==> config.mk <==
export PLATFORM = sky130hd
export DESIGN_NAME = auth_unlocker_flat
export DESIGN_NICKNAME = d
export VERILOG_FILES = /design/src/rtl/auth_unlocker_if.sv /design/src/rtl/auth_unlocker.sv /design/src/flat_wrapper.sv
export SDC_FILE = /design/constraint.sdc
export NUM_CORES = 1
export LEC_CHECK = 0
export CAP_MARGIN = 25
export CORE_UTILIZATION = 55
export CTS_CLUSTER_SIZE = 12
export DETAILED_ROUTE_END_ITERATION = 16
export PLACE_DENSITY = 0.71
export SYNTH_ARGS = -nofsm -noshare
export SYNTH_HDL_FRONTEND = slang
export SYNTH_SLANG_ARGS = --single-unit
==> constraint.sdc <==
create_clock -name clk -period 6.8 [get_ports clk]
set_input_delay 1.02 -clock clk [delete_from_list [all_inputs] [get_ports clk]]
set_output_delay 1.02 -clock clk [all_outputs]
set_load 0.02 [all_outputs]
==> src/rtl/auth_unlocker_if.sv <==
// auth_unlocker_if: check-request/result handshake plus table write port
// for the credential checker. The master side issues checks and writes
// entries. The slave side (auth_unlocker) returns busy/done/granted/match_idx.
interface auth_unlocker_if #(
    parameter int SYM_W = 5,
    parameter int NSYM  = 4,
    parameter int DEPTH = 8
);
    localparam int CRED_W = NSYM * SYM_W;
    localparam int IDX_W  = (DEPTH > 1) ? $clog2(DEPTH) : 1;

    logic              start;
    logic [CRED_W-1:0] user_in;
    logic [CRED_W-1:0] pass_in;
    logic              wr_en;
    logic [IDX_W-1:0]  wr_idx;
    logic [CRED_W-1:0] wr_user;
    logic [CRED_W-1:0] wr_pass;
    logic              wr_valid;
    logic              busy;
    logic              done;
    logic              granted;
    logic [IDX_W-1:0]  match_idx;

    modport master (
        output start, user_in, pass_in, wr_en, wr_idx, wr_user, wr_pass, wr_valid,
        input  busy, done, granted, match_idx
    );

    modport slave (
        input  start, user_in, pass_in, wr_en, wr_idx, wr_user, wr_pass, wr_valid,
        output busy, done, granted, match_idx
    );
endinterface

==> src/rtl/auth_unlocker.sv <==
// auth_unlocker: credential table plus a linear scanner that owns the unlock
// decision. One entry is examined per cycle. The first valid entry whose
// username matches decides the outcome.
// Optional feature macro: AUTH_LOCKOUT_EN adds the consecutive-failure
// counter and the timed LOCKOUT state. Without it, every failure returns
// straight to IDLE and locked_out is tied low.
module auth_unlocker #(
    parameter int SYM_W       = 5,
    parameter int NSYM        = 4,
    parameter int DEPTH       = 8,
    parameter int MAX_FAIL    = 3,
    parameter int LOCKOUT_CYC = 1000
) (
    input  logic          clk,
    input  logic          rst_n,
    auth_unlocker_if.slave bus,
    input  logic          relock,
    output logic          lock,
    output logic          locked_out
);
    localparam int CRED_W = NSYM * SYM_W;
    localparam int IDX_W  = (DEPTH > 1) ? $clog2(DEPTH) : 1;
    localparam int NIDX   = 1 << IDX_W;

    typedef enum logic [1:0] {
        ST_IDLE    = 2'd0,
        ST_SCAN    = 2'd1,
        ST_DONE    = 2'd2,
        ST_LOCKOUT = 2'd3
    } state_t;

    state_t            state_r;
    logic [IDX_W-1:0]  scan_idx_r;
    logic [CRED_W-1:0] cap_user_r;
    logic [CRED_W-1:0] cap_pass_r;
    logic              busy_r;
    logic              done_r;
    logic              granted_r;
    logic [IDX_W-1:0]  match_idx_r;
    logic              lock_r;

    logic [CRED_W-1:0] tbl_user_r  [DEPTH];
    logic [CRED_W-1:0] tbl_pass_r  [DEPTH];
    logic              tbl_valid_r [DEPTH];

    logic [NIDX-1:0]   idx_ok_s;
    logic              wr_ok_s;
    logic              hit_s;
    logic              pass_ok_s;
    logic              last_s;

`ifdef AUTH_LOCKOUT_EN
    localparam int FAIL_W = (MAX_FAIL > 1) ? $clog2(MAX_FAIL + 1) : 1;
    localparam int LCNT_W = (LOCKOUT_CYC > 1) ? $clog2(LOCKOUT_CYC + 1) : 1;
    logic [FAIL_W-1:0] fail_cnt_r;
    logic [LCNT_W-1:0] lo_cnt_r;
    logic              locked_out_r;
    assign locked_out = locked_out_r;
`else
    assign locked_out = 1'b0;
`endif

    assign bus.busy      = busy_r;
    assign bus.done      = done_r;
    assign bus.granted   = granted_r;
    assign bus.match_idx = match_idx_r;
    assign lock          = lock_r;

    // Decode legal write indices and compare the entry under the scan pointer.
    always_comb begin
        idx_ok_s = '0;
        for (int i = 0; i < NIDX; i++) begin
            idx_ok_s[i] = (i < DEPTH);
        end
        wr_ok_s   = bus.wr_en && idx_ok_s[bus.wr_idx] &&
                    ((state_r == ST_IDLE) || (state_r == ST_LOCKOUT));
        hit_s     = tbl_valid_r[scan_idx_r] && (tbl_user_r[scan_idx_r] == cap_user_r);
        pass_ok_s = (tbl_pass_r[scan_idx_r] == cap_pass_r);
        last_s    = (scan_idx_r == IDX_W'(DEPTH - 1));
    end

    // Credential table: writes only land outside SCAN/DONE so a scan sees a frozen table.
    always_ff @(posedge clk or negedge rst_n) begin
        if (!rst_n) begin
            for (int i = 0; i < DEPTH; i++) begin
                tbl_user_r[i]  <= '0;
                tbl_pass_r[i]  <= '0;
                tbl_valid_r[i] <= (i == 0);
            end
        end else if (wr_ok_s) begin
            tbl_user_r[bus.wr_idx]  <= bus.wr_user;
            tbl_pass_r[bus.wr_idx]  <= bus.wr_pass;
            tbl_valid_r[bus.wr_idx] <= bus.wr_valid;
        end
    end

    // Control FSM with registered result, lock and lockout outputs.
    always_ff @(posedge clk or negedge rst_n) begin
        if (!rst_n) begin
            state_r      <= ST_IDLE;
            scan_idx_r   <= '0;
            cap_user_r   <= '0;
            cap_pass_r   <= '0;
            busy_r       <= 1'b0;
            done_r       <= 1'b0;
            granted_r    <= 1'b0;
            match_idx_r  <= '0;
            lock_r       <= 1'b1;
`ifdef AUTH_LOCKOUT_EN
            fail_cnt_r   <= '0;
            lo_cnt_r     <= '0;
            locked_out_r <= 1'b0;
`endif
        end else begin
            done_r <= 1'b0;
            // relock always wins; the DONE grant path below respects it
            if (relock) begin
                lock_r <= 1'b1;
            end
            case (state_r)
                ST_IDLE: begin
                    if (bus.start) begin
                        cap_user_r <= bus.user_in;
                        cap_pass_r <= bus.pass_in;
                        scan_idx_r <= '0;
                        busy_r     <= 1'b1;
                        state_r    <= ST_SCAN;
                    end
                end
                ST_SCAN: begin
                    if (hit_s) begin
                        granted_r   <= pass_ok_s;
                        match_idx_r <= scan_idx_r;
                        done_r      <= 1'b1;
                        state_r     <= ST_DONE;
                    end else if (last_s) begin
                        granted_r   <= 1'b0;
                        match_idx_r <= '0;
                        done_r      <= 1'b1;
                        state_r     <= ST_DONE;
                    end else begin
                        scan_idx_r <= scan_idx_r + IDX_W'(1);
                    end
                end
                ST_DONE: begin
                    busy_r <= 1'b0;
                    if (granted_r) begin
                        if (!relock) begin
                            lock_r <= 1'b0;
                        end
`ifdef AUTH_LOCKOUT_EN
                        fail_cnt_r <= '0;
`endif
                        state_r <= ST_IDLE;
                    end else begin
`ifdef AUTH_LOCKOUT_EN
                        if (fail_cnt_r == FAIL_W'(MAX_FAIL - 1)) begin
                            fail_cnt_r   <= '0;
                            lo_cnt_r     <= LCNT_W'(LOCKOUT_CYC - 1);
                            locked_out_r <= 1'b1;
                            state_r      <= ST_LOCKOUT;
                        end else begin
                            fail_cnt_r <= fail_cnt_r + FAIL_W'(1);
                            state_r    <= ST_IDLE;
                        end
`else
                        state_r <= ST_IDLE;
`endif
                    end
                end
`ifdef AUTH_LOCKOUT_EN
                ST_LOCKOUT: begin
                    if (lo_cnt_r == '0) begin
                        locked_out_r <= 1'b0;
                        state_r      <= ST_IDLE;
                    end else begin
                        lo_cnt_r <= lo_cnt_r - LCNT_W'(1);
                    end
                end
`endif
                default: begin
                    busy_r  <= 1'b0;
                    state_r <= ST_IDLE;
                end
            endcase
        end
    end
endmodule

==> src/flat_wrapper.sv <==
// flat-port wrapper written by rule: the top's interface ports become plain ports
module auth_unlocker_flat 
#(
    parameter int SYM_W       = 5,
    parameter int NSYM        = 4,
    parameter int DEPTH       = 8,
    parameter int MAX_FAIL    = 3,
    parameter int LOCKOUT_CYC = 1000
)
  (clk, rst_n, relock, lock, locked_out, bus_start, bus_user_in, bus_pass_in, bus_wr_en, bus_wr_idx, bus_wr_user, bus_wr_pass, bus_wr_valid, bus_busy, bus_done, bus_granted, bus_match_idx);
  auth_unlocker_if #(.SYM_W(SYM_W), .NSYM(NSYM), .DEPTH(DEPTH)) bus_i ();
  input  logic clk;
  input  logic rst_n;
  input  logic relock;
  output logic lock;
  output logic locked_out;
  input wire logic [$bits(bus_i.start)-1:0] bus_start;
  input wire logic [$bits(bus_i.user_in)-1:0] bus_user_in;
  input wire logic [$bits(bus_i.pass_in)-1:0] bus_pass_in;
  input wire logic [$bits(bus_i.wr_en)-1:0] bus_wr_en;
  input wire logic [$bits(bus_i.wr_idx)-1:0] bus_wr_idx;
  input wire logic [$bits(bus_i.wr_user)-1:0] bus_wr_user;
  input wire logic [$bits(bus_i.wr_pass)-1:0] bus_wr_pass;
  input wire logic [$bits(bus_i.wr_valid)-1:0] bus_wr_valid;
  output wire logic [$bits(bus_i.busy)-1:0] bus_busy;
  output wire logic [$bits(bus_i.done)-1:0] bus_done;
  output wire logic [$bits(bus_i.granted)-1:0] bus_granted;
  output wire logic [$bits(bus_i.match_idx)-1:0] bus_match_idx;
  assign bus_i.start = bus_start;
  assign bus_i.user_in = bus_user_in;
  assign bus_i.pass_in = bus_pass_in;
  assign bus_i.wr_en = bus_wr_en;
  assign bus_i.wr_idx = bus_wr_idx;
  assign bus_i.wr_user = bus_wr_user;
  assign bus_i.wr_pass = bus_wr_pass;
  assign bus_i.wr_valid = bus_wr_valid;
  assign bus_busy = bus_i.busy;
  assign bus_done = bus_i.done;
  assign bus_granted = bus_i.granted;
  assign bus_match_idx = bus_i.match_idx;
  auth_unlocker #(.SYM_W(SYM_W), .NSYM(NSYM), .DEPTH(DEPTH), .MAX_FAIL(MAX_FAIL), .LOCKOUT_CYC(LOCKOUT_CYC)) u_core (.clk(clk), .rst_n(rst_n), .bus(bus_i), .relock(relock), .lock(lock), .locked_out(locked_out));
endmodule
Word level (Yosys, flattened, before mapping). Memory sizes are Yosys's and may differ from the RTL's. Cells that the tools add are included.

Register bits after elaboration: 380. Output and inout bits: 8. Memories kept: 1. Input bits: 89. ROM bits: 8.

$add $sub $neg: 1. Order comparisons: 4. Eq/ne operators: 10. Muxes and demuxes: 38. Reduce and logical (&&, ||, !) cells: 13. Bitwise operators: 3.

Memories: (name not given) (words 8, width 1, rd ports 1, clocked after memory_dff 0, wr ports 0, line auth_unlocker.sv:75) `wr_ok_s = bus.wr_en && idx_ok_s[bus.wr_idx] &&`.

Operator list (number): $bwmux 160 (2); $bmux 20 s3 (2); $mux 20 (5); $demux 20 s3 (1); $eq 20x20->1 (2); $mux 3 (5); $mux 1 (14); $bwmux 8 (1); $ge 4x4->1 const B (2); $not 3->4 (2); $reduce_and 2->1 (4); $mux 2 (3); $ne 2x2->1 const B (3); $pmux 3 s2 (1); $eq 2x2->1 const B (2); $logic_and 1x1->1 (4); $lt 3x4->1 const B (1); $lt 4x1->1 const B (1); $pmux 2 s2 (1); $reduce_and 4->1 (1); $reduce_bool 2->1 (2); $add 3x1->3 const B (1); $bmux 1 s3 (1); $demux 1 s3 (1); 7 further kinds (7).

Logic depth before layout (Yosys ltp). Gate-level depths: netlist of the first run.

Depth after elaboration: 8. Depth in mapped cells: 12. Mapped depth without buffers: 8.

Worst setup path before layout of the first run. Ideal clock, no wire load.

Path kind: reg2reg. From: reg u_core.scan_idx_r[0]. To: reg u_core.granted_r (netlist: u_core.bus.granted). Stages on the path, launching flop included: 12. Required time: 6732 ps. Arrival: 2816 ps. Setup slack: 3917 ps. Clock period less this slack: 2883 ps. Buffers on the path: 4. Cell sequence: dfrtp_1 buf_2 buf_2 buf_2 buf_2 mux4_2 mux2i_1 xnor2_1 nor4_1 nand3_1 nor3_1 a22o_1.

Longest elaborated chain between the ends: 8. Elaborated cells between the ends (all ways): 17.

Ends and longest elaborated chain: start, declared (line auth_unlocker.sv:33) `logic [IDX_W-1:0] scan_idx_r;`; start signal, assigned (line auth_unlocker.sv:142) `scan_idx_r <= scan_idx_r + IDX_W'(1);`; $not 3->4 (implied by the code) (line auth_unlocker.sv:77, auth_unlocker.sv:78); $bmux 20 s3 (line auth_unlocker.sv:77) `hit_s = tbl_valid_r[scan_idx_r] && (tbl_user_r[scan_idx_r] == cap_user_r);`; $mux 20 (implied by the code) (2 in a row) (line auth_unlocker.sv:77); $eq 20x20->1 (line auth_unlocker.sv:77); $logic_and 1x1->1 (line auth_unlocker.sv:77); $reduce_bool 2->1 (no source line); $reduce_and 2->1 (no source line); end signal, assigned (line auth_unlocker.sv:132) `granted_r <= pass_ok_s;`; end, declared (line auth_unlocker.sv:38) `logic granted_r;`.

Several ways; a longest one is shown, not always the timed one. The select of a mux whose other input is x is not followed. A chain may end at the register's enable or synchronous reset.

Final worst setup path of the first run.
From: reg u_core.scan_idx_r[1]. To: reg u_core.match_idx_r[2] (netlist: u_core.bus.match_idx[2]).

Longest elaborated chain between the ends: 8. Elaborated cells between the ends (all ways): 13.

Ends and longest elaborated chain: $not 3->4 (implied by the code) (line auth_unlocker.sv:77); $bmux 20 s3 (line auth_unlocker.sv:77); $mux 20 (implied by the code) (2 in a row) (line auth_unlocker.sv:77); $eq 20x20->1 (line auth_unlocker.sv:77); $logic_and 1x1->1 (line auth_unlocker.sv:77); $reduce_bool 2->1 (no source line); $reduce_and 2->1 (no source line); end signal, assigned (line auth_unlocker.sv:133) `match_idx_r <= scan_idx_r;`; end, declared (line auth_unlocker.sv:39) `logic [IDX_W-1:0] match_idx_r;`.

Several ways; a longest one is shown, not always the timed one. The select of a mux whose other input is x is not followed.

==> results.yml, run 1 <==
run_status:
  outcome: "finished with violations"
  violations: "design-rule violations"
sta:
  tightest_slew_ns: 1.00
  slew_violations: 0
  hold_viol_final: 0
  rsz0062_at_grt: "false"
  skew_ns: 0.0108
  post-route-period-util: 0.591
  final.setup.tns_ns: 0
  fmax_mhz: 249
  layout_min_cycle_time_ns: 4.02
  relSlewSlack: 0.330
  setup_viol: 0
  hold_slack_ns: 0.500
drt:
  vias: 9447
  wl_um: 35900
  routedWlPerCell_um: 22.7
  postRouteAntennaNets: 0
  post_drt_via_cell_ratio: 5.97
  drtPass1Iterations: 10
  drt_iter0_drc: 435
  drc: 1
clock_tree:
  cts_made_buffers: 41
  clk_latency_ns: 0.53
  cts_hold_buf: 0
  cts_num_sinks: 380
  clockBufferDepth: 3
  post_cts_buffers: 0
  htree_levels: 2
  cts_tree: "yes"
  path_clk_slew_ns: 0.06
  post_cts_resized: 0
  clockRootBuffer: "clkbuf_16"
placement:
  place_area_um2: 18400
  post-dp-hpwl_um: 21000
  gp_congestion: 0.726
  portBuffers: 95
die:
  dieWidth_um: 178
  dieArea_um2: 31700
  initial_core_util: 0.558
  core_area_um2: 30600
  rows: 64
  die_y_um: 178
  io_pins: 97
yosys:
  syn_area_um2: 17100
  synth_edf_count: 0
  synth_ff_type: "dfrtp_1"
  synth_most_common_cell: "dfrtp_1"
  synth_area_leaders: "dfrtp_1 (55%), mux2_2 (25%), mux4_2 (10%)"
  yosysTopAreaCellShare: 0.554
  synth_top_cells_by_count: "dfrtp_1 (378), mux2_2 (372), mux4_2 (76), mux2i_1 (49), clkbuf_1 (25)"
  yosys.area.top_type: "dfrtp_1"
  yosys_warnings: 0
  synth-seq-area-share: 0.557
  synthArstFlopShare: 1.00
  syn_nets: 1158
  ys_types: 40
  ys_seq_elements: 380
  syn_area_per_cell_um2: 16.0
  syn_inst: 1064
critical_path:
  cp_num_buf_inv: 1
  path_cells: "buf_4, mux4_2, mux2i_1, xor2_1, nand2_1, or4_1, o31a_1, nand2b_4, a22o_1"
  cp_max_fo: 49
  path_delay_family: "flip-flops"
  r2r-start: "u_core.scan_idx_r[1]"
  crit_path_end_kind: "flip-flop"
  max_stage_delay_ns: 0.95
  cp-start-kind: "flip-flop"
  required_ns: 7.21
  rr_endpoint: "u_core.bus.match_idx[2]"
  r2r_cells: 9
  slowest_stage: "dfrtp_4"
  worstSetupPathType: "flip-flop to flip-flop"
  regToRegSetupSlack_ns: 2.78
  cp.arrival_ns: 4.43
worst_hold_path:
  min_path_type: "flip-flop to flip-flop"
  hold_end: "u_core.tbl_pass_r[70]"
  hp-start: "u_core.tbl_pass_r[70]"
  worstHoldPathCells: 1
pwr:
  powerDensity_nw_per_um2: 474
  p_leak_nw: 8.15
  ir_drop_mv: 0.249
final_layout:
  final_nets: 1251
  area_delta_synth_final_pct: 16.1
  fillers: 2273
  drive_gt1_frac: 0.458
  final_area_um2: 19800
global_route:
  grt_use_total: 0.239
  grt_pass1_wl_um: 57300
  gr-total-overflow: 0
  grt_pass1_vias: 9992
  grt_max_degree: 128
  antenna_found_initial: 1
flow_run:
  max_cap_violations: 0
[sequential cells by signal, indices dropped and copies added (netlist names)]
signal,count
u_core.bus.busy,1
u_core.bus.done,1
u_core.bus.granted,1
u_core.bus.match_idx,3
u_core.cap_pass_r,20
u_core.cap_user_r,20
u_core.lock,1
u_core.scan_idx_r,3
u_core.state_r,2
u_core.tbl_pass_r,160
u_core.tbl_user_r,160
u_core.tbl_valid_r,8
[cell type report]
| class | count | area (um2) | share of cell area |
|---|---|---|---|
| Tap cell | 396 | 495 | 0.0250 |
| Clock inverter | 5 | 78.8 | 0.00398 |
| Multi-Input combinational cell | 611 | 7250 | 0.366 |
| Inverter | 5 | 18.8 | 0.000947 |
| Sequential cell | 380 | 9520 | 0.480 |
| Clock buffer | 66 | 1260 | 0.0637 |
| Timing Repair Buffer | 118 | 1200 | 0.0603 |
| Antenna cell | 1 | 2.50 | 0.000126 |
[worst register-to-register path, delay by kind of cell (launching register included)]
kind | cells | cell delay (ns)
DFF | 1 | 0.95
and+or+nand+nor | 3 | 0.82
muxes | 2 | 0.74
AOI/OAI and AO/OA | 2 | 0.69
buffers and inverters | 1 | 0.51
xor gates and xnor gates | 1 | 0.18
[layout by cell type, fill, tap and decap left out, types with 10 or more instances in the layout]
cell	netlist	routed
xor2_1	18	18
mux2_2	372	372
clkdlybuf4s50_1	0	94
nand2_1	12	10
buf_4	2	19
clkbuf_16	0	43
clkbuf_8	0	10
mux4_2	76	76
xnor2_1	21	21
dfrtp_1	378	375
mux2i_1	49	49
clkbuf_1	25	13
[where the power goes]
part           internal (W)  leakage (nW)  switching (W)
combinational       0.00192          2.93        0.00114
clock               0.00134         0.658       0.000872
sequential          0.00339          4.56       0.000732
total               0.00666          8.15        0.00275
[through the flow]
step / setup slack, ns / instances / utilization / power, W
after global routing: 2.56 / 1582 / 0.648 / 0.00994
after CTS: 2.76 / 1577 / 0.645 / 0.00947
final: 2.78 / 1582 / 0.648 / 0.00940
after global placement: 2.79 / 1506 / 0.601 / 0.00710
after detailed placement: 2.77 / 1506 / 0.601 / 0.00723
after floorplan: 3.92 / 1064 / - / 0.00639
[worst max-delay path by stage]
stage                                    start                       to  slack, ns  cells past startpoint
after floorplan           u_core.scan_idx_r[0]       u_core.bus.granted       3.92                     11
after global placement    u_core.scan_idx_r[1]  u_core.bus.match_idx[1]       2.79                      9
final                     u_core.scan_idx_r[1]  u_core.bus.match_idx[2]       2.78                      9
after detailed placement  u_core.scan_idx_r[1]  u_core.bus.match_idx[1]       2.77                      9
after CTS                 u_core.scan_idx_r[1]  u_core.bus.match_idx[2]       2.76                      9
after global routing      u_core.scan_idx_r[1]  u_core.bus.match_idx[0]       2.56                      9
[metal layers]
metal	wire (um)	up-vias	global-route usage
li1	-	4123	-
met1	16900	5122	0.356
met2	17100	152	0.373
met3	1300	50	0.0326
met4	628	0	0.0591
met5	0	-	0
[kinds of logic (layout without fill, tap and decap cells)]
family                   after synthesis  count (layout)  share of synthesized area
buffers and inverters                 73             194                     0.0197
multiplexers                         497             497                      0.374
XOR/XNOR                              39              39                     0.0200
other                                  1               2                   0.000220
flip-flops                           380             380                      0.557
AND/OR/NAND/NOR                       49              49                     0.0161
adder cells (fa/ha/maj)                5               5                    0.00367
AO/OA/AOI/OAI                         20              20                    0.00858
Note: power is estimated with default switching activity, not from simulation.
==> inputs of run 2 (changes only) <==
--- a/config.mk
+++ b/config.mk
@@ -6,10 +6,10 @@
 export NUM_CORES = 1
 export LEC_CHECK = 0
 export CAP_MARGIN = 25
-export CORE_UTILIZATION = 55
+export CORE_UTILIZATION = 54
 export CTS_CLUSTER_SIZE = 12
 export DETAILED_ROUTE_END_ITERATION = 16
-export PLACE_DENSITY = 0.71
+export PLACE_DENSITY = 0.73
 export SYNTH_ARGS = -nofsm -noshare
 export SYNTH_HDL_FRONTEND = slang
 export SYNTH_SLANG_ARGS = --single-unit
==> constraint.sdc (replaced) <==
create_clock -name clk -period 3.4 [get_ports clk]
set_input_delay 0.51 -clock clk [delete_from_list [all_inputs] [get_ports clk]]
set_output_delay 0.51 -clock clk [all_outputs]
set_load 0.02 [all_outputs]
==> run 2 against run 1 <==
Effect of this change: the run still ends with design-rule violations left; highest routed layer unchanged; global-route usage down 0.37 points; combinational power up 110%; critical endpoint is now u_core.bus.granted; critical path depth unchanged; largest power group unchanged.
==> results.yml, run 2 (synthesis results as in run 1) <==
critical_path:
  cp_max_fo: 24
  r2r-start: "u_core.scan_idx_r[0]"
  worstSetupPathType: "flip-flop to flip-flop"
  cp-startpoint: "u_core.scan_idx_r[0]"
  crit_path_end_kind: "flip-flop"
  cp-start-kind: "flip-flop"
  regToRegSetupSlack_ns: 0.21
  required_ns: 3.86
  cp.arrival_ns: 3.65
pwr:
  p_sw_frac: 0.291
  seqPwrFrac: 0.433
  p_leak_nw: 8.29
  pwr-share-clk: 0.226
  ir_drop_mv: 0.445
  power.internal_w: 0.0133
  combPwrFrac: 0.341
  powerDensity_nw_per_um2: 936
  p_sw_w: 0.00547
clock_tree:
  clk_latency_ns: 0.53
  cts_num_sinks: 380
  post_cts_resized: 0
  cts_made_buffers: 41
  path_clk_slew_ns: 0.06
  cts_tree: "yes"
  clockBufferDepth: 3
  htree_levels: 2
  clockRootBuffer: "clkbuf_16"
drt:
  wl_um: 36400
  post_drt_via_cell_ratio: 5.91
  drtPass1Iterations: 10
  drc: 5
  vias: 9467
  routedWlPerCell_um: 22.7
  drt_iter0_drc: 486
  postRouteAntennaNets: 0
final_layout:
  area_delta_synth_final_pct: 17.6
  drive_gt1_frac: 0.469
  final_common_cell: "dfrtp_1"
  fillers: 2191
  reg_top3: "u_core.tbl_pass_r x160, u_core.tbl_user_r x160"
  final_nets: 1273
  utilization: 0.651
  mostFrequentLayoutCells: "dfrtp_1 (375), mux2_2 (372), clkdlybuf4s50_1 (94)"
  register_area_um2: 9520
  multiInputGateArea_um2: 7250
placement:
  portBuffers: 95
  post-dp-hpwl_um: 22400
  gp_congestion: 0.732
die:
  core_area_um2: 30800
  rows: 64
  dieArea_um2: 32300
  dieWidth_um: 180
  io_pins: 97
  die_y_um: 180
  initial_core_util: 0.554
global_route:
  gr-total-overflow: 0
  grt_use_total: 0.235
  grt_max_degree: 104
  antenna_found_initial: 1
  grt_pass1_wl_um: 58600
  grt_pass1_vias: 10105
worst_hold_path:
  min_path_type: "primary input to asynchronous set/reset pin"
sta:
  final.setup.tns_ns: 0
  setup_viol: 0
  hold_viol_final: 0
  post-route-period-util: 0.937
  layout_min_cycle_time_ns: 3.19
  tightest_slew_ns: 0.633
  rsz0062_at_grt: "false"
  fmax_mhz: 314
  slew_violations: 0
  skew_ns: 0.0140
  relSlewSlack: 0.577
run_status:
  violations: "design-rule violations"
  outcome: "finished with violations"
flow_run:
  max_cap_violations: 0
==> run 2: cell count changes in the layout (fill, tap and decap cells not counted) <==
cell,before,now
inv_6,1,2
buf_12,0,15
buf_16,3,0
buf_4,19,28
clkbuf_1,13,10
clkinv_2,2,5
bufinv_16,2,0
dlygate4sd3_1,0,1
==> run 2: routing by layer <==
layer,vias up,track usage,wire (um)
met3,54,0.0310,1340
met1,5061,0.344,16900
met2,161,0.376,17500
li1,4191,-,-
met5,-,0,0
met4,0,0.0614,668
==> run 2: what timing repair did <==
| action | 4_1_cts | 5_1_grt |
|---|---|---|
| setup buffers | 0 | 8 |
| hold buffers | 1 | 0 |
| endpoints found under the setup margin | 0 | 9 |
| hold endpoints to repair | 56 | 0 |
==> run 2: metrics by stage <==
stage / hold slack [ns] / power, W / setup WS, ns / area [um2] / std cells
3_5_place_dp: 0.475 / 0.0146 / 0.0986 / 18700 / 1523
6_report: 0.486 / 0.0188 / 0.213 / 20100 / 1603
2_1_floorplan: 0.214 / 0.0128 / 0.517 / 17100 / 1064
3_3_place_gp: 0.475 / 0.0143 / 0.162 / 18700 / 1523
4_1_cts: 0.501 / 0.0189 / 0.0765 / 20000 / 1594
5_1_grt: 0.513 / 0.0199 / 0.0487 / 20100 / 1603
==> run 2: final cells by class <==
type                       count  area share
sequential                   380       0.474
multi-input combinational    611       0.361
antenna                        1    0.000125
clock inverter                 7     0.00212
inverter                       5    0.000935
timing repair buffer         140      0.0743
clock buffer                  63      0.0623
tap                          396      0.0247
==> run 2: power by group through the flow <==
| stage | registers, W | clock network [W] | logic [W] |
|---|---|---|---|
| 2_1_floorplan | 0.00759 | 0 | 0.00519 |
| 3_3_place_gp | 0.00815 | 0 | 0.00620 |
| 3_5_place_dp | 0.00824 | 0 | 0.00635 |
| 4_1_cts | 0.00818 | 0.00434 | 0.00638 |
| 5_1_grt | 0.00845 | 0.00454 | 0.00695 |
| 6_report | 0.00815 | 0.00425 | 0.00640 |
==> run 2: worst max-delay path, stage by stage (launching register included) <==
cell	delay (ns)
dfrtp_4	0.75
buf_12	0.26
buf_4	0.16
mux4_2	0.48
mux2i_1	0.34
xnor2_1	0.10
nor4_1	0.32
nand3_1	0.16
nor3_1	0.33
a22o_1	0.18
==> run 2: final timing paths <==
kind,endpoint,cells after the start
worst max-delay path,u_core.bus.granted,9
worst min-delay path,u_core.tbl_valid_r[2],2
worst max register to register,u_core.bus.granted,9
worst min register to register,u_core.tbl_pass_r[115],1
max in group asynchronous,u_core.scan_idx_r[2],3
min in group clk,u_core.tbl_pass_r[115],1
==> inputs of run 3 (changes only) <==
--- a/config.mk
+++ b/config.mk
@@ -9,7 +9,9 @@
 export CORE_UTILIZATION = 54
 export CTS_CLUSTER_SIZE = 12
 export DETAILED_ROUTE_END_ITERATION = 16
+export GPL_ROUTABILITY_DRIVEN = 0
 export PLACE_DENSITY = 0.73
+export SLEW_MARGIN = 15
 export SYNTH_ARGS = -nofsm -noshare
 export SYNTH_HDL_FRONTEND = slang
 export SYNTH_SLANG_ARGS = --single-unit
==> results of run 3 <==
Final layout, timing and power as in run 2 (identical DEF).
